--- src/rtl/prewish_blinky_multi.sv ---
// prewish_blinky_multi
// Multi-channel LED pattern blinker with a Wishbone-style slave port.
// NCH independent PAT_BITS-wide patterns rotate left on a shared prescaler
// tick. Each LED is driven by the MSB of its channel's pattern register.
//
// Register map (ADR_I):
//   0 .. NCH-1 : pattern of channel ADR_I
//   NCH        : CTRL  (write: bit0 RUN, bit1 RESYNC strobe; read: {0.., RUN})
//   above      : unmapped (writes ignored, reads return 0, always acked)
//
// Build option: define PREWISH_BLINKY_READBACK_EN to enable the read data
// path. Without it DAT_O stays 0, while reads are still acknowledged.
module prewish_blinky_multi #(
    parameter int NCH      = 4,
    parameter int PAT_BITS = 8,
    parameter int DIV_BITS = 22,
    parameter int ADR_BITS = 3
) (
    input  logic                CLK_I,
    input  logic                RST_I,
    input  logic                STB_I,
    input  logic                WE_I,
    input  logic [ADR_BITS-1:0] ADR_I,
    input  logic [PAT_BITS-1:0] DAT_I,
    output logic [PAT_BITS-1:0] DAT_O,
    output logic                ACK_O,
    output logic [NCH-1:0]      o_led
);

    // Address of the control register, directly after the pattern slots.
    localparam logic [ADR_BITS-1:0] CTRL_ADR = ADR_BITS'(NCH);

    // Prescaler increment and terminal value, sized to the counter.
    localparam logic [DIV_BITS-1:0] CNT_ONE  = {{(DIV_BITS-1){1'b0}}, 1'b1};
    localparam logic [DIV_BITS-1:0] CNT_LAST = {DIV_BITS{1'b1}};

    // One-step left rotation; the MSB wraps around into bit 0.
    function automatic logic [PAT_BITS-1:0] rotl(input logic [PAT_BITS-1:0] v);
        return {v[PAT_BITS-2:0], v[PAT_BITS-1]};
    endfunction

    // State registers and their next-state values.
    logic [PAT_BITS-1:0] pat_q [NCH];
    logic [PAT_BITS-1:0] pat_d [NCH];
    logic                run_q;
    logic                run_d;
    logic [DIV_BITS-1:0] cnt_q;
    logic [DIV_BITS-1:0] cnt_d;
    logic                ack_q;
    logic                ack_d;
    logic [PAT_BITS-1:0] dat_q;
    logic [PAT_BITS-1:0] dat_d;

    // Decoded strobes for the current cycle.
    logic accept_s;
    logic wr_s;
    logic ctrl_wr_s;
    logic resync_s;
    logic tick_s;

    // Bus handshake decode and prescaler tick detection.
    always_comb begin
        // A transfer is taken only while no acknowledge is pending, so a
        // strobe held high is served on every second cycle.
        accept_s  = STB_I & ~ack_q;
        wr_s      = accept_s & WE_I;
        ctrl_wr_s = wr_s & (ADR_I == CTRL_ADR);
        resync_s  = ctrl_wr_s & DAT_I[1];
        tick_s    = run_q & (cnt_q == CNT_LAST);
    end

    // Next RUN flag, prescaler count and acknowledge.
    always_comb begin
        run_d = run_q;
        cnt_d = cnt_q;
        ack_d = accept_s;

        if (ctrl_wr_s) begin
            run_d = DAT_I[0];
        end else begin
            run_d = run_q;
        end

        // RESYNC takes priority over counting; counting follows the RUN
        // value in force before this edge, and wraps naturally at all-ones.
        if (resync_s) begin
            cnt_d = '0;
        end else if (run_q) begin
            cnt_d = cnt_q + CNT_ONE;
        end else begin
            cnt_d = cnt_q;
        end
    end

    // Next pattern per channel: a bus write beats a coincident rotation.
    always_comb begin
        for (int n = 0; n < NCH; n++) begin
            if (wr_s && (ADR_I == ADR_BITS'(n))) begin
                pat_d[n] = DAT_I;
            end else if (tick_s) begin
                pat_d[n] = rotl(pat_q[n]);
            end else begin
                pat_d[n] = pat_q[n];
            end
        end
    end

`ifdef PREWISH_BLINKY_READBACK_EN
    logic                rd_s;
    logic [PAT_BITS-1:0] rd_data_s;

    // Read mux; the selected value is captured so it appears with ACK_O.
    always_comb begin
        rd_s      = accept_s & ~WE_I;
        rd_data_s = '0;
        for (int n = 0; n < NCH; n++) begin
            if (ADR_I == ADR_BITS'(n)) begin
                rd_data_s = pat_q[n];
            end else begin
                rd_data_s = rd_data_s;
            end
        end
        if (ADR_I == CTRL_ADR) begin
            rd_data_s = {{(PAT_BITS-1){1'b0}}, run_q};
        end else begin
            rd_data_s = rd_data_s;
        end

        // Read data is non-zero only in the acknowledge cycle of a read.
        if (rd_s) begin
            dat_d = rd_data_s;
        end else begin
            dat_d = '0;
        end
    end
`else
    // Read data path absent: the data output stays at zero.
    always_comb begin
        dat_d = '0;
    end
`endif

    // State update with synchronous active-low reset.
    always_ff @(posedge CLK_I) begin
        if (!RST_I) begin
            for (int n = 0; n < NCH; n++) begin
                pat_q[n] <= '0;
            end
            run_q <= 1'b1;
            cnt_q <= '0;
            ack_q <= 1'b0;
            dat_q <= '0;
        end else begin
            for (int n = 0; n < NCH; n++) begin
                pat_q[n] <= pat_d[n];
            end
            run_q <= run_d;
            cnt_q <= cnt_d;
            ack_q <= ack_d;
            dat_q <= dat_d;
        end
    end

    // Outputs come straight from registers; LEDs show each pattern's MSB.
    assign ACK_O = ack_q;
    assign DAT_O = dat_q;

    for (genvar g = 0; g < NCH; g++) begin : g_led
        assign o_led[g] = pat_q[g][PAT_BITS-1];
    end

endmodule
--- config.mk ---
export PLATFORM = sky130hd
export DESIGN_NAME = prewish_blinky_multi
export DESIGN_NICKNAME = d
export VERILOG_FILES = /design/src/rtl/prewish_blinky_multi.sv
export SDC_FILE = /design/constraint.sdc
export NUM_CORES = 1
export LEC_CHECK = 0
export CAP_MARGIN = 20
export CORE_MARGIN = 3
export CORE_UTILIZATION = 23
export DETAILED_ROUTE_END_ITERATION = 8
export DONT_BUFFER_PORTS = 1
export PLACE_DENSITY_LB_ADDON = 0.1
export SYNTH_ARGS = -nofsm -noshare
export SYNTH_HDL_FRONTEND = slang
export SYNTH_SLANG_ARGS = --single-unit
export TNS_END_PERCENT = 10
--- constraint.sdc ---
create_clock -name CLK_I -period 1.4 [get_ports CLK_I]
set_input_delay 0.14 -clock CLK_I [delete_from_list [all_inputs] [get_ports CLK_I]]
set_output_delay 0.14 -clock CLK_I [all_outputs]
set_load 0.02 [all_outputs]
# After elaboration in Yosys (flattened, before gate mapping)
# Memories as Yosys holds them, arrays and structs flattened.
# Cells that the tools add are included.
dict set report classes {
  n_addsub 1
  n_eq_ne 5
  n_mux 14
  n_bitwise 11
  n_reduce_logical 6
}
# operator count
set op_table {}
lappend op_table {{2-to-1 mux 8 bit} 12}
lappend op_table {{adder 22 x 1 -> 22 bit (second input constant)} 1}
lappend op_table {{equality test 22 bit (second input constant)} 1}
lappend op_table {{equality test 3 x 2 -> 1 bit (second input constant)} 2}
lappend op_table {{bitwise AND 1 bit} 5}
lappend op_table {{logical AND 1 bit} 4}
lappend op_table {{bitwise OR 1 bit} 4}
lappend op_table {{equality test 3 x 1 -> 1 bit (second input constant)} 1}
lappend op_table {{equality test 3 bit (second input constant)} 1}
lappend op_table {{logical NOT 3 bit} 1}
lappend op_table {{2-to-1 mux 1 bit} 2}
lappend op_table {{NOT 1 bit} 2}
lappend op_table {{OR reduction 2 bit} 1}
dict set report totals {
  ff_bits 24
  mem_bits_rw 32
  input_bits 15
  out_inout_bits 13
  elab_cells 41
  memories 1
}
# name words word_bits read_ports rd_clocked_by_memory_dff write_ports line
set mem_list {}
lappend mem_list {pat_q 4 8 4 0 4 43} ;# logic [PAT_BITS-1:0] pat_q [NCH];

# Longest topological paths before layout
dict set report depth {
  ltp_word 6
  mapped_depth 9
  ltp_nobuf 4
}

# Worst setup path after synthesis
# Ideal clock, no wire load.
dict set report synth_path {
  path_kind {reg-to-reg}
  from {register ack_q (netlist: ACK_O)}
  to {memory pat_q[1][5]}
  setup_time_ns 0.073
  t_arrival_ns 1.562
  required_time_ns 1.327
  path_slack_ns -0.235
  stages_incl_launch_ff 6
  path_buffers 1
  period_less_slack_ns 1.635
  path_cell_list {dfxtp_1 and4bb_2 a31oi_2 clkbuf_1 nand2_1 o211ai_2}
}
# item line
set synth_rtl {}
lappend synth_rtl {{from (decl)} 49} ;# logic ack_q;
lappend synth_rtl {{from (signal assigned)} 159} ;# ack_q <= ack_d;
lappend synth_rtl {{to (decl)} 43}

==> run metrics <==
drt first-iter violations=roughly 190; Fin. Hold Viols=0; part of the power in registers=0.490; post-synthesis instance total=about 330; unrepaired setup endpoints after global routing=true; net switching power=about 780 uW; proportion of register bits with asynchronous set or reset after synthesis=0; number of synthesized flops with an enable pin=0; most numerous cell types in the synthesized netlist=sky130_fd_sc_hd__nand2_1 (78), sky130_fd_sc_hd__dfxtp_1 (56), sky130_fd_sc_hd__nand4_1 (38); GRT Residual Overflow=0; Peak VDD IR=a little over 0.4 mV; total area of multi-input combinational cells=roughly 1700 sq um; total number of clock tree sinks=56; setup violators final=37; clock tree from TritonCTS=done; wire length reported by the detailed router=7770 um; Lkg Pwr=1.45 nW; Synth Area per Inst=between 8 and 9 sq um; number of flip-flops and latches in the synthesized netlist=56; CTS H-tree lvls=2; post-layout min period=about 1500 ps; combinational group share of total power=0.070; P_int=2.56 mW; NumNets Final=387; status=finished with violations; clock tree buffer depth=2; peak per-stage delay on the critical path=around 490 ps; initial antenna violation count=0; type of element capturing the critical path=flop; Die Footprint=roughly 14000 sq um; Worst Path Arrival=between 1500 and 2000 ps; CP required=around 1600 ps; Crit Path Max Fanout=5; critical path buffer and inverter count=1; WS Path Type=reg2reg; minimum setup slack in the final design=-58.2 ps; most used flip-flop cell after synthesis=sky130_fd_sc_hd__dfxtp_1; DR vias/cell=around 4.7; Diodes inserted=0; critical path's slowest cell=sky130_fd_sc_hd__or4_1; Core Footprint=about 12000 sq um; violations in the final reports=negative setup slack; chip width=119 um; Max-Cap Viols=0; clock transition time at the flip-flop clock pins of the worst setup and hold paths=70 ps; netlist area before placement=2940 sq um; count of antenna-violating nets left after detailed routing=0; Highest Clock Rate=between 0.6 and 0.7 GHz; PortBufs=0; number of top-level pins=28; worst-case clock skew=around 9 ps; max-slew violation count=0; hold slack=~9.6 ps; Pre-Repair DR Iteration Count=4; Critical Path, Cell by Cell=and4_1, buf_6, nand4_4, or4_1, a21oi_1; Clk Tree Root Cell=sky130_fd_sc_hd__clkbuf_16; Routability Congestion=just under 0.7; library cell with the highest instance count after synthesis=sky130_fd_sc_hd__nand2_1; worst hold path type=in2reg; HPWL reported at the end of detailed placement=5070 um; power per unit of standard cell area=approximately 890 nW/um^2; clock insertion delay at the later pin of the skew report=300 ps; dominant cells by area after synthesis=sky130_fd_sc_hd__dfxtp_1 (38%), sky130_fd_sc_hd__o211ai_2 (13%), sky130_fd_sc_hd__nand2_1 (10%); Starting Density=0.239; final-layout setup total negative slack=-846 ps; switch share=0.233; via count of the routed design=about 2500; fraction of the cycle the final worst path needs=1.04; cell taking the most area after synthesis=sky130_fd_sc_hd__dfxtp_1; top-area cell type share of the netlist area=0.382; cell family contributing the most delay on the critical path=simple AND/OR/NAND/NOR gates; final routed wire length divided by cell count=about 14 um; largest net degree at the start of global routing=23; portion of the post-synthesis area used by sequential elements=0.382; portion of total power attributed to the clock network=0.440; wire length of the first global-routing pass=between 10000 and 15000 um; Worst Setup Start Kind=flop; fraction of layout instances using a drive strength above 1=0.344; number of filler cells placed in the layout=approximately 1300; number of buffers added by the clock tree synthesis step=5; area grow syn2layout=27.8%; number of cell rows=40; Tot Pwr=roughly 3.3 mW; global router's overall resource usage=0.109; number of design rule violations left after detail routing=0; number of global-route vias before repair=about 2200; flip-flop and latch area=about 1100 sq um; Yosys warning count=0; Chip Height=119 um; number of distinct library cell variants in the gate-level netlist after synthesis=46
-- cells by family (layout without fill, tap and decap cells) --
family | Yosys count | in the layout | synth area share
fa+ha+maj | 1 | 1 | 0.00426
simple gates | 169 | 169 | 0.306
xor+xnor | 10 | 10 | 0.0298
compound gates | 57 | 57 | 0.189
other cells | 1 | 8 | 0.00128
mux | 1 | 1 | 0.00341
flops | 56 | 56 | 0.382
buf+inv | 38 | 70 | 0.0839
-- final cells by class --
| class | instances | area share |
|---|---|---|
| multi-input cells | 246 | 0.445 |
| flip-flops and latches | 56 | 0.304 |
| repair buffers | 57 | 0.147 |
| well taps | 168 | 0.0560 |
| clock buffers | 6 | 0.0343 |
| clock inverters | 2 | 0.00934 |
| inverters | 5 | 0.00500 |
-- per-layer routing --
metal	vias up	part of all wire	GRT usage
met4	0	0.013	0.0348
met5	-	0	0
met2	49	0.45	0.161
met3	6	0.044	0.0271
met1	1217	0.50	0.156
li1	1264	-	-
-- final timing paths --
path | cells after the start | slack (ps) | end | from
max | 5 | -60 | cnt_q[18]$_SDFFE_PP0P_ | run_q$_SDFFE_PN1P_
min | 2 | 10 | run_q$_SDFFE_PN1P_ | DAT_I[0]
max reg2reg | 5 | -60 | cnt_q[18]$_SDFFE_PP0P_ | run_q$_SDFFE_PN1P_
min reg2reg | 1 | 480 | ACK_O$_SDFF_PN0_ | ACK_O$_SDFF_PN0_
-- stage by stage --
stage | std cells | area (sq um) | util | setup WS [ps]
global placement | 518 | 3350 | 0.273 | -131
finish | 540 | 3750 | 0.306 | -58.2
floorplan | 340 | 2980 | - | -184
global route | 540 | 3750 | 0.306 | -130
CTS | 540 | 3690 | 0.301 | -65.1
detailed placement | 518 | 3350 | 0.273 | -151
-- flip-flops by register name, indices dropped and copies added, names as in the netlist --
name	count
ACK_O	1
cnt_q	22
pat_q	32
run_q	1
-- timing repair --
action                                  in CTS  in global routing
gates cloned                                 0                  0
pin swaps                                   15                  9
hold buffers                                10                  0
setup buffers                                4                  0
endpoints found under the hold margin       34                  0
endpoints found under the setup margin      42                 42
resized for setup                           23                 15
-- placed cells by master (no fill, tap or decap), drive strengths merged, types with 2 or more instances in the layout --
cell type / count
dfxtp: 56
inv: 5
nor3: 4
nand4: 41
nor4: 2
o31a: 2
nand3: 7
nand2: 78
xor2: 6
conb: 8
a21oi: 11
o211ai: 32
and2: 3
nor2: 13
or3: 4
o31ai: 4
clkbuf: 6
o21ai: 4
and4: 3
or4: 4
buf: 47
xnor2: 4
and3: 3
dlygate4sd3: 10
-- power by group through the flow --
stage	registers, mW	clock network, mW	logic [mW]
finish	1.63	1.47	0.234
global placement	1.67	0	0.185
detailed placement	1.67	0	0.184
floorplan	1.67	0	0.146
global route	1.64	1.57	0.255
CTS	1.63	1.51	0.232
Power figures use the tool's default switching activity.
